===== src/rtl/sccb_write_scheduler_if.sv =====
// Bundle of the scheduler's control, table, host and engine signals.
interface sccb_write_scheduler_if #(
    parameter int IDX_W = 5
);
    logic             start;
    logic [IDX_W-1:0] tbl_idx;
    logic [15:0]      tbl_data;
    logic             host_req;
    logic [7:0]       host_addr;
    logic [7:0]       host_data;
    logic             host_ack;
    logic             host_err;
    logic             eng_req;
    logic [7:0]       eng_reg_addr;
    logic [7:0]       eng_reg_data;
    logic             eng_done;
    logic             eng_nack;
    logic             busy;
    logic             init_done;
    logic             init_err;

    modport slave (
        input  start, tbl_data, host_req, host_addr, host_data, eng_done, eng_nack,
        output tbl_idx, host_ack, host_err, eng_req, eng_reg_addr, eng_reg_data,
               busy, init_done, init_err
    );

    modport master (
        output start, tbl_data, host_req, host_addr, host_data, eng_done, eng_nack,
        input  tbl_idx, host_ack, host_err, eng_req, eng_reg_addr, eng_reg_data,
               busy, init_done, init_err
    );
endinterface


===== src/rtl/sccb_write_scheduler.sv =====
// OV7670 init-table walker and host-write arbiter in front of a shared SCCB
// write engine. Inserts post-write delays, retries NACKed table writes.
module sccb_write_scheduler #(
    parameter int NUM_ENTRIES   = 17,
    parameter int IDX_W         = 5,
    parameter int DELAY_SOFTRST = 100000,
    parameter int DELAY_WRITE   = 5000,
    parameter int DELAY_UNIT    = 1000,
    parameter int CNT_W         = 20,
    parameter int MAX_RETRY     = 3
) (
    input  logic                   clk,
    input  logic                   rst,
    sccb_write_scheduler_if.slave  bus
);
    localparam int RTR_W = (MAX_RETRY < 2) ? 1 : $clog2(MAX_RETRY + 1);

    localparam logic [CNT_W-1:0] SOFT_LD = CNT_W'(DELAY_SOFTRST - 1);
    localparam logic [CNT_W-1:0] WR_LD   = CNT_W'(DELAY_WRITE - 1);
    localparam logic [CNT_W-1:0] UNIT    = CNT_W'(DELAY_UNIT);
    localparam logic [IDX_W-1:0] LAST    = IDX_W'(NUM_ENTRIES - 1);
    localparam logic [RTR_W-1:0] MAXR    = RTR_W'(MAX_RETRY);

    typedef enum logic [2:0] {IDLE, WAIT, FETCH, ISSUE, HOST, DONE} state_t;

    state_t           state_q;
    logic [CNT_W-1:0] cnt_q;
    logic [IDX_W-1:0] idx_q;
    logic [RTR_W-1:0] retry_q;
    logic             pend_q;
    logic             eng_req_q;
    logic [7:0]       addr_q, data_q;
    logic             host_ack_q, host_err_q;
    logic             done_q, err_q;

    logic [CNT_W-1:0] mark_ld_d;
    logic [CNT_W-1:0] post_ld_d;
    logic             run_go_d;

    // Delay loads and the (re)start decision. A restart never interrupts an
    // engine write: in ISSUE it waits for eng_done, and HOST returns via IDLE.
    always_comb begin
        mark_ld_d = CNT_W'(bus.tbl_data[7:0]) * UNIT - CNT_W'(1);
        post_ld_d = (addr_q == 8'h12 && data_q[7]) ? SOFT_LD : WR_LD;
        run_go_d  = 1'b0;
        if (bus.start || pend_q) begin
            case (state_q)
                IDLE, WAIT, FETCH: run_go_d = 1'b1;
                ISSUE:             run_go_d = bus.eng_done;
                default:           run_go_d = 1'b0;
            endcase
        end
    end

    // Main sequencer: table walk, delays, retries, host path.
    always_ff @(posedge clk or posedge rst) begin
        if (rst) begin
            state_q    <= IDLE;
            cnt_q      <= '0;
            idx_q      <= '0;
            retry_q    <= '0;
            pend_q     <= 1'b0;
            eng_req_q  <= 1'b0;
            addr_q     <= '0;
            data_q     <= '0;
            host_ack_q <= 1'b0;
            host_err_q <= 1'b0;
            done_q     <= 1'b0;
            err_q      <= 1'b0;
        end else begin
            host_ack_q <= 1'b0;
            host_err_q <= 1'b0;
            if (run_go_d) begin
                done_q    <= 1'b0;
                err_q     <= 1'b0;
                idx_q     <= '0;
                retry_q   <= '0;
                cnt_q     <= SOFT_LD;
                pend_q    <= 1'b0;
                eng_req_q <= 1'b0;
                state_q   <= WAIT;
            end else begin
                if (bus.start && state_q != IDLE) pend_q <= 1'b1;
                case (state_q)
                    IDLE: if (bus.host_req) begin
                        addr_q    <= bus.host_addr;
                        data_q    <= bus.host_data;
                        eng_req_q <= 1'b1;
                        state_q   <= HOST;
                    end
                    WAIT: begin
                        if (cnt_q == '0) state_q <= FETCH;
                        else             cnt_q   <= cnt_q - CNT_W'(1);
                    end
                    FETCH: begin
                        if (bus.tbl_data[15:8] == 8'hFF) begin
                            state_q <= DONE;
                        end else if (bus.tbl_data[15:8] == 8'hFE) begin
                            // Advancing off the table end through a marker finishes the run.
                            if (idx_q == LAST) begin
                                state_q <= DONE;
                            end else begin
                                idx_q <= idx_q + IDX_W'(1);
                                if (bus.tbl_data[7:0] != 8'h00) begin
                                    cnt_q   <= mark_ld_d;
                                    state_q <= WAIT;
                                end
                            end
                        end else begin
                            addr_q    <= bus.tbl_data[15:8];
                            data_q    <= bus.tbl_data[7:0];
                            eng_req_q <= 1'b1;
                            state_q   <= ISSUE;
                        end
                    end
                    ISSUE: if (bus.eng_done) begin
                        eng_req_q <= 1'b0;
                        if (!bus.eng_nack) begin
                            if (idx_q == LAST) begin
                                state_q <= DONE;
                            end else begin
                                idx_q   <= idx_q + IDX_W'(1);
                                retry_q <= '0;
                                cnt_q   <= post_ld_d;
                                state_q <= WAIT;
                            end
                        end else if (retry_q < MAXR) begin
                            retry_q <= retry_q + RTR_W'(1);
                            cnt_q   <= WR_LD;
                            state_q <= WAIT;
                        end else begin
                            err_q   <= 1'b1;
                            state_q <= IDLE;
                        end
                    end
                    HOST: if (bus.eng_done) begin
                        eng_req_q  <= 1'b0;
                        host_ack_q <= 1'b1;
                        host_err_q <= bus.eng_nack;
                        state_q    <= IDLE;
                    end
                    DONE: begin
                        done_q  <= 1'b1;
                        state_q <= IDLE;
                    end
                    default: state_q <= IDLE;
                endcase
            end
        end
    end

    assign bus.tbl_idx      = idx_q;
    assign bus.eng_req      = eng_req_q;
    assign bus.eng_reg_addr = addr_q;
    assign bus.eng_reg_data = data_q;
    assign bus.host_ack     = host_ack_q;
    assign bus.host_err     = host_err_q;
    assign bus.busy         = (state_q != IDLE);
    assign bus.init_done    = done_q;
    assign bus.init_err     = err_q;
endmodule


===== src/flat_wrapper.sv =====
// flat-port wrapper written by rule: the top's interface ports become plain ports
module sccb_write_scheduler_flat 
#(
    parameter int NUM_ENTRIES   = 17,
    parameter int IDX_W         = 5,
    parameter int DELAY_SOFTRST = 100000,
    parameter int DELAY_WRITE   = 5000,
    parameter int DELAY_UNIT    = 1000,
    parameter int CNT_W         = 20,
    parameter int MAX_RETRY     = 3
)
  (clk, rst, bus_start, bus_tbl_data, bus_host_req, bus_host_addr, bus_host_data, bus_eng_done, bus_eng_nack, bus_tbl_idx, bus_host_ack, bus_host_err, bus_eng_req, bus_eng_reg_addr, bus_eng_reg_data, bus_busy, bus_init_done, bus_init_err);
  sccb_write_scheduler_if #(.IDX_W(IDX_W)) bus_i ();
  input  logic clk;
  input  logic rst;
  input wire logic [$bits(bus_i.start)-1:0] bus_start;
  input wire logic [$bits(bus_i.tbl_data)-1:0] bus_tbl_data;
  input wire logic [$bits(bus_i.host_req)-1:0] bus_host_req;
  input wire logic [$bits(bus_i.host_addr)-1:0] bus_host_addr;
  input wire logic [$bits(bus_i.host_data)-1:0] bus_host_data;
  input wire logic [$bits(bus_i.eng_done)-1:0] bus_eng_done;
  input wire logic [$bits(bus_i.eng_nack)-1:0] bus_eng_nack;
  output wire logic [$bits(bus_i.tbl_idx)-1:0] bus_tbl_idx;
  output wire logic [$bits(bus_i.host_ack)-1:0] bus_host_ack;
  output wire logic [$bits(bus_i.host_err)-1:0] bus_host_err;
  output wire logic [$bits(bus_i.eng_req)-1:0] bus_eng_req;
  output wire logic [$bits(bus_i.eng_reg_addr)-1:0] bus_eng_reg_addr;
  output wire logic [$bits(bus_i.eng_reg_data)-1:0] bus_eng_reg_data;
  output wire logic [$bits(bus_i.busy)-1:0] bus_busy;
  output wire logic [$bits(bus_i.init_done)-1:0] bus_init_done;
  output wire logic [$bits(bus_i.init_err)-1:0] bus_init_err;
  assign bus_i.start = bus_start;
  assign bus_i.tbl_data = bus_tbl_data;
  assign bus_i.host_req = bus_host_req;
  assign bus_i.host_addr = bus_host_addr;
  assign bus_i.host_data = bus_host_data;
  assign bus_i.eng_done = bus_eng_done;
  assign bus_i.eng_nack = bus_eng_nack;
  assign bus_tbl_idx = bus_i.tbl_idx;
  assign bus_host_ack = bus_i.host_ack;
  assign bus_host_err = bus_i.host_err;
  assign bus_eng_req = bus_i.eng_req;
  assign bus_eng_reg_addr = bus_i.eng_reg_addr;
  assign bus_eng_reg_data = bus_i.eng_reg_data;
  assign bus_busy = bus_i.busy;
  assign bus_init_done = bus_i.init_done;
  assign bus_init_err = bus_i.init_err;
  sccb_write_scheduler #(.NUM_ENTRIES(NUM_ENTRIES), .IDX_W(IDX_W), .DELAY_SOFTRST(DELAY_SOFTRST), .DELAY_WRITE(DELAY_WRITE), .DELAY_UNIT(DELAY_UNIT), .CNT_W(CNT_W), .MAX_RETRY(MAX_RETRY)) u_core (.clk(clk), .rst(rst), .bus(bus_i));
endmodule

===== config.mk =====
export PLATFORM = sky130hd
export DESIGN_NAME = sccb_write_scheduler_flat
export DESIGN_NICKNAME = d
export VERILOG_FILES = /design/src/rtl/sccb_write_scheduler_if.sv /design/src/rtl/sccb_write_scheduler.sv /design/src/flat_wrapper.sv
export SDC_FILE = /design/constraint.sdc
export NUM_CORES = 1
export LEC_CHECK = 0
export ABC_CLOCK_PERIOD_IN_PS = 6700
export CELL_PAD_IN_SITES_DETAIL_PLACEMENT = 1
export CELL_PAD_IN_SITES_GLOBAL_PLACEMENT = 1
export CORE_UTILIZATION = 46
export CTS_CLUSTER_DIAMETER = 120
export CTS_CLUSTER_SIZE = 25
export DETAILED_ROUTE_END_ITERATION = 6
export GPL_TIMING_DRIVEN = 0
export PLACE_DENSITY_LB_ADDON = 0.1
export SLEW_MARGIN = 15
export SYNTH_ARGS = -nofsm -noshare
export SYNTH_HDL_FRONTEND = slang
export SYNTH_SLANG_ARGS = --single-unit

===== constraint.sdc =====
create_clock -name clk -period 6.7 [get_ports clk]
set_input_delay 0.67 -clock clk [delete_from_list [all_inputs] [get_ports clk]]
set_output_delay 0.67 -clock clk [all_outputs]
set_load 0.005 [all_outputs]

==> results.toml, run 1 <==
[outcome]
status = "completed"

[critical_path]
path_delay_family = "adder cells"
crit_path_end_kind = "register"
slowest_delay_ns = 0.75
crit_type = "primary input to register"
worst_path_max_delay_cell = "clkdlybuf4s50_1"
cp_max_fo = 10
worstPathArrival_ns = 5.84
crit_required_ns = 6.88
path_cells = "clkdlybuf4s50_1, fa_1, xor2_1, ha_1, a21oi_1, fa_1, fa_1, inv_1, ha_1, buf_2, and4_1, o21ai_1, o21ai_1, xor2_1, nor4_4, xnor2_1, a31oi_1"
path_common_cell = "fa_1"
cp-start-kind = "primary input"
path_buf_inv = 3

[clock_network]
cts_buffer_depth = 2
htreeDepth = 2
clkTransAtPathRegs_ns = 0.10
clock_latency_ns = 0.32
cts_tree = "built"
cts_hold_buf = 0
cts_made_buffers = 5
cts-resized-gates = 0
cts_root_buf = "clkbuf_8"
postCtsSetupRepairBufs = 0
cts.sinks = 52

[floorplan]
start_util_pct = 47.80
dieHeight_um = 106.0
io_pins = 65
die-area_um2 = 11240
core_area_um2 = 10420
die_w_um = 106.0
rows = 37

[logic_synthesis]
syn-num-nets = 697
ys.flop_type = "dfrtp_1"
synth_cells = 591
yosys_warnings = 0
avgSynthCellArea_um2 = 8.424
ys_seq_elements = 52
syn-cell-area_um2 = 4979
synthArstFlopShare_pct = 100.0
synth_cell_type_count = 70
synth_enable_flop_cells = 0
synth_seq_area_share_pct = 26.14

[placed_design]
port_buffers = 63
gp_congestion = 0.8932
dp_hpwl_um = 12600

[finish]
syn2layout_area_growth_pct = 18.37
nets = 768
num_antenna_cells = 0
final_common_cell = "clkdlybuf4s50_1"
fill_cells = 1297
drive_above_1_share_pct = 4.374
mostFrequentLayoutCells = "clkdlybuf4s50_1 (63), nand2_1 (62), nor2_1 (57)"

[timing]
hold_violations = 0
finalSetupViolations = 0
fmax_mhz = 176.7
period_share_pct = 84.46
setup_tns_ns = 0
rsz0062_at_grt = "false"
maxSlewHeadroom_pct = 31.22
skew_ns = 0.006201
final_max_slew_viol_count = 0
finalCriticalPeriod_ns = 5.659
worst-slew-pin-transition_ns = 1.018

[min_path]
hold_class = "register to register"

[pwr]
powerDensity_nw_per_um2 = 411.1
p_leak_nw = 2.552
clkPwrFrac_pct = 8.2
internal_power_w = 0.001193
vdd_drop_max_mv = 0.4230
p_seq_share_pct = 21.5
comb_power_share_pct = 70.3
netSwitchingFraction_pct = 50.77
p_total_w = 0.002423
p_sw_w = 0.001230

[drt]
first_iter_violations = 193
drt-total-wl_um = 15460
viasPerCell = 5.940
num_vias = 4746
postRouteAntennaNets = 0
wl_per_cell_um = 19.35
firstDrtPassIters = 4
drc_errors = 0

[global_routing]
busiest_layer = "met2"
grt_max_degree = 31
grt_use_met3_pct = 2.269
grt_use_total_pct = 28.42
grtUsageMet2_pct = 51.31
grtUsageMet1_pct = 36.01
grt.overflow.total = 0
antenna_found_initial = 0
grt_pass1_wl_um = 25360
grt_pass1_vias = 5060

[job]
cap_violations = 0
-- registers in the layout, summed over array words and instances, names as in the netlist, 2 cells and up --
| name | cells |
|---|---|
| u_core.retry_q | 2 |
| u_core.bus.eng_reg_data | 8 |
| u_core.cnt_q | 20 |
| u_core.state_q | 3 |
| u_core.bus.tbl_idx | 5 |
| u_core.bus.eng_reg_addr | 8 |
-- worst min-delay path, cell delays in order, from the launching register on --
cell     delay (ns)
dfrtp_1        0.36
nand2_1        0.05
o21ai_0        0.07
-- cells in the mapped netlist, drive strengths merged, types with 3 or more instances --
cell / instances / area (um^2)
a21o: 9 / 67.56
a21oi: 26 / 130.1
a22o: 5 / 43.79
a22oi: 3 / 22.52
a31oi: 25 / 156.4
and3: 4 / 25.02
and4: 3 / 26.28
buf: 5 / 40.04
clkbuf: 21 / 78.83
dfrtp: 52 / 1301
fa: 21 / 420.4
ha: 47 / 588.1
inv: 50 / 187.7
mux2i: 3 / 30.03
nand2: 63 / 239.0
nand2b: 4 / 25.02
nand3: 18 / 102.6
nand3b: 4 / 33.78
nand4: 7 / 58.81
nor2: 57 / 214.0
nor2b: 5 / 31.28
nor3: 20 / 105.1
nor3b: 4 / 30.03
nor4: 7 / 95.09
o21a: 6 / 45.04
o21ai: 43 / 215.2
o221ai: 3 / 26.28
o22ai: 4 / 25.02
or2: 3 / 18.77
or3: 8 / 50.05
xnor2: 17 / 148.9
xor2: 8 / 70.07
-- final cells by class --
type | instances | area [um^2] | share of cell area, %
Buffer | 26 | 118.9 | 2.017
Clock buffer | 7 | 86.33 | 1.465
Clock inverter | 1 | 7.507 | 0.1274
Inverter | 50 | 187.7 | 3.185
Multi-Input combinational cell | 463 | 3371 | 57.20
Sequential cell | 52 | 1301 | 22.08
Tap cell | 136 | 170.2 | 2.887
Timing Repair Buffer | 64 | 650.6 | 11.04
-- layer usage --
layer / vias up / wire (um)
met1: 2377 / 6680
met3: 31 / 481
met5: - / 0
met4: 0 / 381
met2: 114 / 7920
li1: 2224 / -
-- power groups by stage --
| stage | Clock [W] | Sequential, W | Combinational, W |
|---|---|---|---|
| finish | 0.000198 | 0.000520 | 0.00170 |
| global route | 0.000208 | 0.000533 | 0.00186 |
| CTS | 0.000198 | 0.000519 | 0.00170 |
| detailed placement | 0 | 0.000525 | 0.00170 |
| global placement | 0 | 0.000516 | 0.00161 |
| floorplan | 0 | 0.000505 | 0.00115 |
-- path summary, 6_finish.rpt --
check / end / slack [ns] / depth (start not counted) / from
worst max-delay path: u_core.cnt_q[17]$_DFFE_PP0P_ / 1.04 / 17 / bus_tbl_data[1]
worst min-delay path: u_core.cnt_q[9]$_DFFE_PP0P_ / 0.50 / 2 / u_core.cnt_q[9]$_DFFE_PP0P_
worst max register to register: u_core.cnt_q[7]$_DFFE_PP0P_ / 3.91 / 10 / u_core.bus.tbl_idx[0]$_DFFE_PP0P_
worst min register to register: u_core.cnt_q[9]$_DFFE_PP0P_ / 0.50 / 2 / u_core.cnt_q[9]$_DFFE_PP0P_
max in group asynchronous: u_core.bus.eng_reg_data[0]$_DFFE_PP0P_ / 5.46 / 3 / rst
min in group asynchronous: u_core.cnt_q[5]$_DFFE_PP0P_ / 0.70 / 2 / rst
-- logic make-up after synthesis --
| group | synth area share [%] |
|---|---|
| AOI/OAI and AO/OA | 19.20 |
| xor gates and xnor gates | 4.398 |
| adders and majority gates | 20.26 |
| buffers and inverters | 6.157 |
| DFF | 26.14 |
| muxes | 0.8294 |
| and+or+nand+nor | 23.02 |
-- metrics by stage --
step | hold WS (ns) | cell area (um^2) | cells | utilization, % | setup slack (ns)
floorplan | 0.4408 | 4979 | 591 | - | 1.973
global placement | 0.4630 | 5779 | 790 | 55.48 | 0.7993
detailed placement | 0.4803 | 5799 | 791 | 55.68 | 0.7036
CTS | 0.5043 | 5893 | 799 | 56.58 | 1.050
global route | 0.5264 | 5893 | 799 | 56.58 | 0.7720
finish | 0.5042 | 5893 | 799 | 56.58 | 1.041
No activity file was read; power rests on OpenSTA's default activity.
==> inputs of run 2 (changes only) <==
--- a/config.mk
+++ b/config.mk
@@ -5,10 +5,10 @@
 export SDC_FILE = /design/constraint.sdc
 export NUM_CORES = 1
 export LEC_CHECK = 0
-export ABC_CLOCK_PERIOD_IN_PS = 6700
+export ABC_CLOCK_PERIOD_IN_PS = 4600
 export CELL_PAD_IN_SITES_DETAIL_PLACEMENT = 1
 export CELL_PAD_IN_SITES_GLOBAL_PLACEMENT = 1
-export CORE_UTILIZATION = 46
+export CORE_UTILIZATION = 39
 export CTS_CLUSTER_DIAMETER = 120
 export CTS_CLUSTER_SIZE = 25
 export DETAILED_ROUTE_END_ITERATION = 6
==> constraint.sdc (replaced) <==
create_clock -name clk -period 4.6 [get_ports clk]
set_input_delay 0.46 -clock clk [delete_from_list [all_inputs] [get_ports clk]]
set_output_delay 0.46 -clock clk [all_outputs]
set_load 0.005 [all_outputs]
==> run 2 against run 1 <==
Effect of this change:
- the run now ends with setup timing left
- utilization shrank 5.5 points
- cell count increased by 5.9%
- design area increased by 5.9%
- clock power up 100%
- critical path type unchanged
==> results.toml, run 2 (synthesized netlist as in run 1, its figures left out) <==
[pwr]
p_sw_w = 0.001891
p_leak_nw = 2.708
netSwitchingFraction_pct = 48.11
vdd_drop_max_mv = 0.4988
powerDensity_nw_per_um2 = 629.9
comb_power_share_pct = 70.7
clkPwrFrac_pct = 10.1
internal_power_w = 0.002040
p_seq_share_pct = 19.2

[drt]
firstDrtPassIters = 4
viasPerCell = 5.596
wl_per_cell_um = 18.74
num_vias = 4734
postRouteAntennaNets = 0
drt-total-wl_um = 15850
first_iter_violations = 198
drc_errors = 0

[floorplan]
die_w_um = 115.0
die-area_um2 = 13220
io_pins = 65
rows = 40
core_area_um2 = 12210
start_util_pct = 40.77
dieHeight_um = 115.0

[timing]
rsz0062_at_grt = "true"
hold_violations = 0
fmax_mhz = 216.7
period_share_pct = 100.3
skew_ns = 0.005934
timing.final.ws_setup_ns = -0.01545
maxSlewHeadroom_pct = 43.88
hold-worst-slack_ns = 0.4498
worst-slew-pin-transition_ns = 0.8308
finalSetupViolations = 1
finalCriticalPeriod_ns = 4.615
final_max_slew_viol_count = 0
setup_tns_ns = -0.01545

[clock_network]
clock_latency_ns = 0.31
cts_hold_buf = 0
htreeDepth = 2
cts_root_buf = "clkbuf_16"
cts_made_buffers = 5
cts_tree = "built"
clkTransAtPathRegs_ns = 0.07
cts.sinks = 52
cts_buffer_depth = 2

[critical_path]
crit_type = "primary input to register"
crit_required_ns = 4.77
cp-start-kind = "primary input"
crit_path_end_kind = "register"
worstPathArrival_ns = 4.78
cp_max_fo = 4

[finish]
fill_cells = 1486
syn2layout_area_growth_pct = 25.36
multiInputGateArea_um2 = 3487
drive_above_1_share_pct = 10.77
num_antenna_cells = 0
fin_util_pct = 51.11
mostFrequentLayoutCells = "nand2_1 (62), nor2_1 (57), clkdlybuf4s50_1 (55)"
largest_register_ff_count = 20
final_common_cell = "nand2_1"
regArea_um2 = 1301
nets = 783
top_register = "u_core.cnt_q"

[outcome]
violations = "setup timing"
status = "finished, violations left"

[global_routing]
grt_pass1_vias = 4963
antenna_found_initial = 0
grt_max_degree = 30
grt_pass1_wl_um = 25780
grt.overflow.total = 0
grt_use_total_pct = 25.16

[placed_design]
port_buffers = 63
dp_hpwl_um = 12530
gp_congestion = 0.8737

[job]
cap_violations = 0

[min_path]
hold_class = "primary input to register"
## run 2: cell types whose count changed in the layout (fill, tap and decap cells not counted), sizes merged
cell,before,now
buf,6,25
clkdlybuf4s50,63,55
clkbuf,28,32
## run 2: metrics by stage
| step | power [W] | setup WS (ns) | area (um^2) | instances |
|---|---|---|---|---|
| detailed placement | 0.003213 | -1.157 | 5839 | 823 |
| global route | 0.004234 | -0.1982 | 6241 | 846 |
| CTS | 0.003757 | 0.002572 | 6068 | 837 |
| global placement | 0.003109 | -1.049 | 5819 | 822 |
| floorplan | 0.002416 | 0.08289 | 4979 | 591 |
| finish | 0.003931 | -0.01545 | 6241 | 846 |
## run 2: power by group through the flow
| stage | Combinational, W | Sequential [W] | Clock, W |
|---|---|---|---|
| 6_report | 0.00278 | 0.000754 | 0.000398 |
| 5_1_grt | 0.00303 | 0.000778 | 0.000423 |
| 3_5_place_dp | 0.00245 | 0.000763 | 0 |
| 4_1_cts | 0.00260 | 0.000754 | 0.000406 |
| 2_1_floorplan | 0.00168 | 0.000736 | 0 |
| 3_3_place_gp | 0.00236 | 0.000752 | 0 |
## run 2: layer usage
metal | global-route usage, % | up-vias | part of all wire (%)
met4 | 7.273 | 0 | 1.5
met3 | 2.161 | 15 | 1.9
met2 | 45.70 | 67 | 52
met5 | 0 | - | 0
met1 | 31.75 | 2400 | 44
li1 | - | 2252 | -
## run 2: final timing paths
kind,startpoint,end,slack (ns),depth (start not counted)
min,bus_tbl_data[2],u_core.bus.eng_reg_data[2]$_DFFE_PP0P_,0.45,3
min reg2reg,u_core.bus.init_done$_DFFE_PP0P_,u_core.bus.init_done$_DFFE_PP0P_,0.50,2
max in group asynchronous,rst,u_core.bus.eng_reg_data[5]$_DFFE_PP0P_,3.54,3
min in group asynchronous,rst,u_core.cnt_q[5]$_DFFE_PP0P_,0.51,2
max reg2reg,u_core.bus.tbl_idx[0]$_DFFE_PP0P_,u_core.cnt_q[7]$_DFFE_PP0P_,1.80,10
max,bus_tbl_data[0],u_core.cnt_q[17]$_DFFE_PP0P_,-0.02,18
## run 2: layout make-up
| class | instances | area share [%] |
|---|---|---|
| Multi-Input combinational cell | 463 | 55.87 |
| Sequential cell | 52 | 20.85 |
| Timing Repair Buffer | 79 | 12.51 |
| Tap cell | 168 | 3.368 |
| Inverter | 50 | 3.007 |
| Clock buffer | 7 | 2.285 |
| Buffer | 26 | 1.985 |
| Clock inverter | 1 | 0.1203 |
## run 2: critical path, stage by stage
cell and delay (ns):
buf_12 0.11, fa_1 0.57, xor2_1 0.21, ha_1 0.28, fa_1 0.49, inv_1 0.05
fa_1 0.52, inv_1 0.05, ha_2 0.20, buf_6 0.13, a21o_1 0.20, a31o_4 0.23
o2111a_1 0.28, a211oi_4 0.25, nand3_4 0.15, nor4_4 0.34, xnor2_2 0.16, a31oi_1 0.11
## run 2: timing repair
action	4_1_cts	5_1_grt
setup endpoints to repair	10	7
setup buffers	6	9
gates resized for setup	51	22
pin swaps	14	20
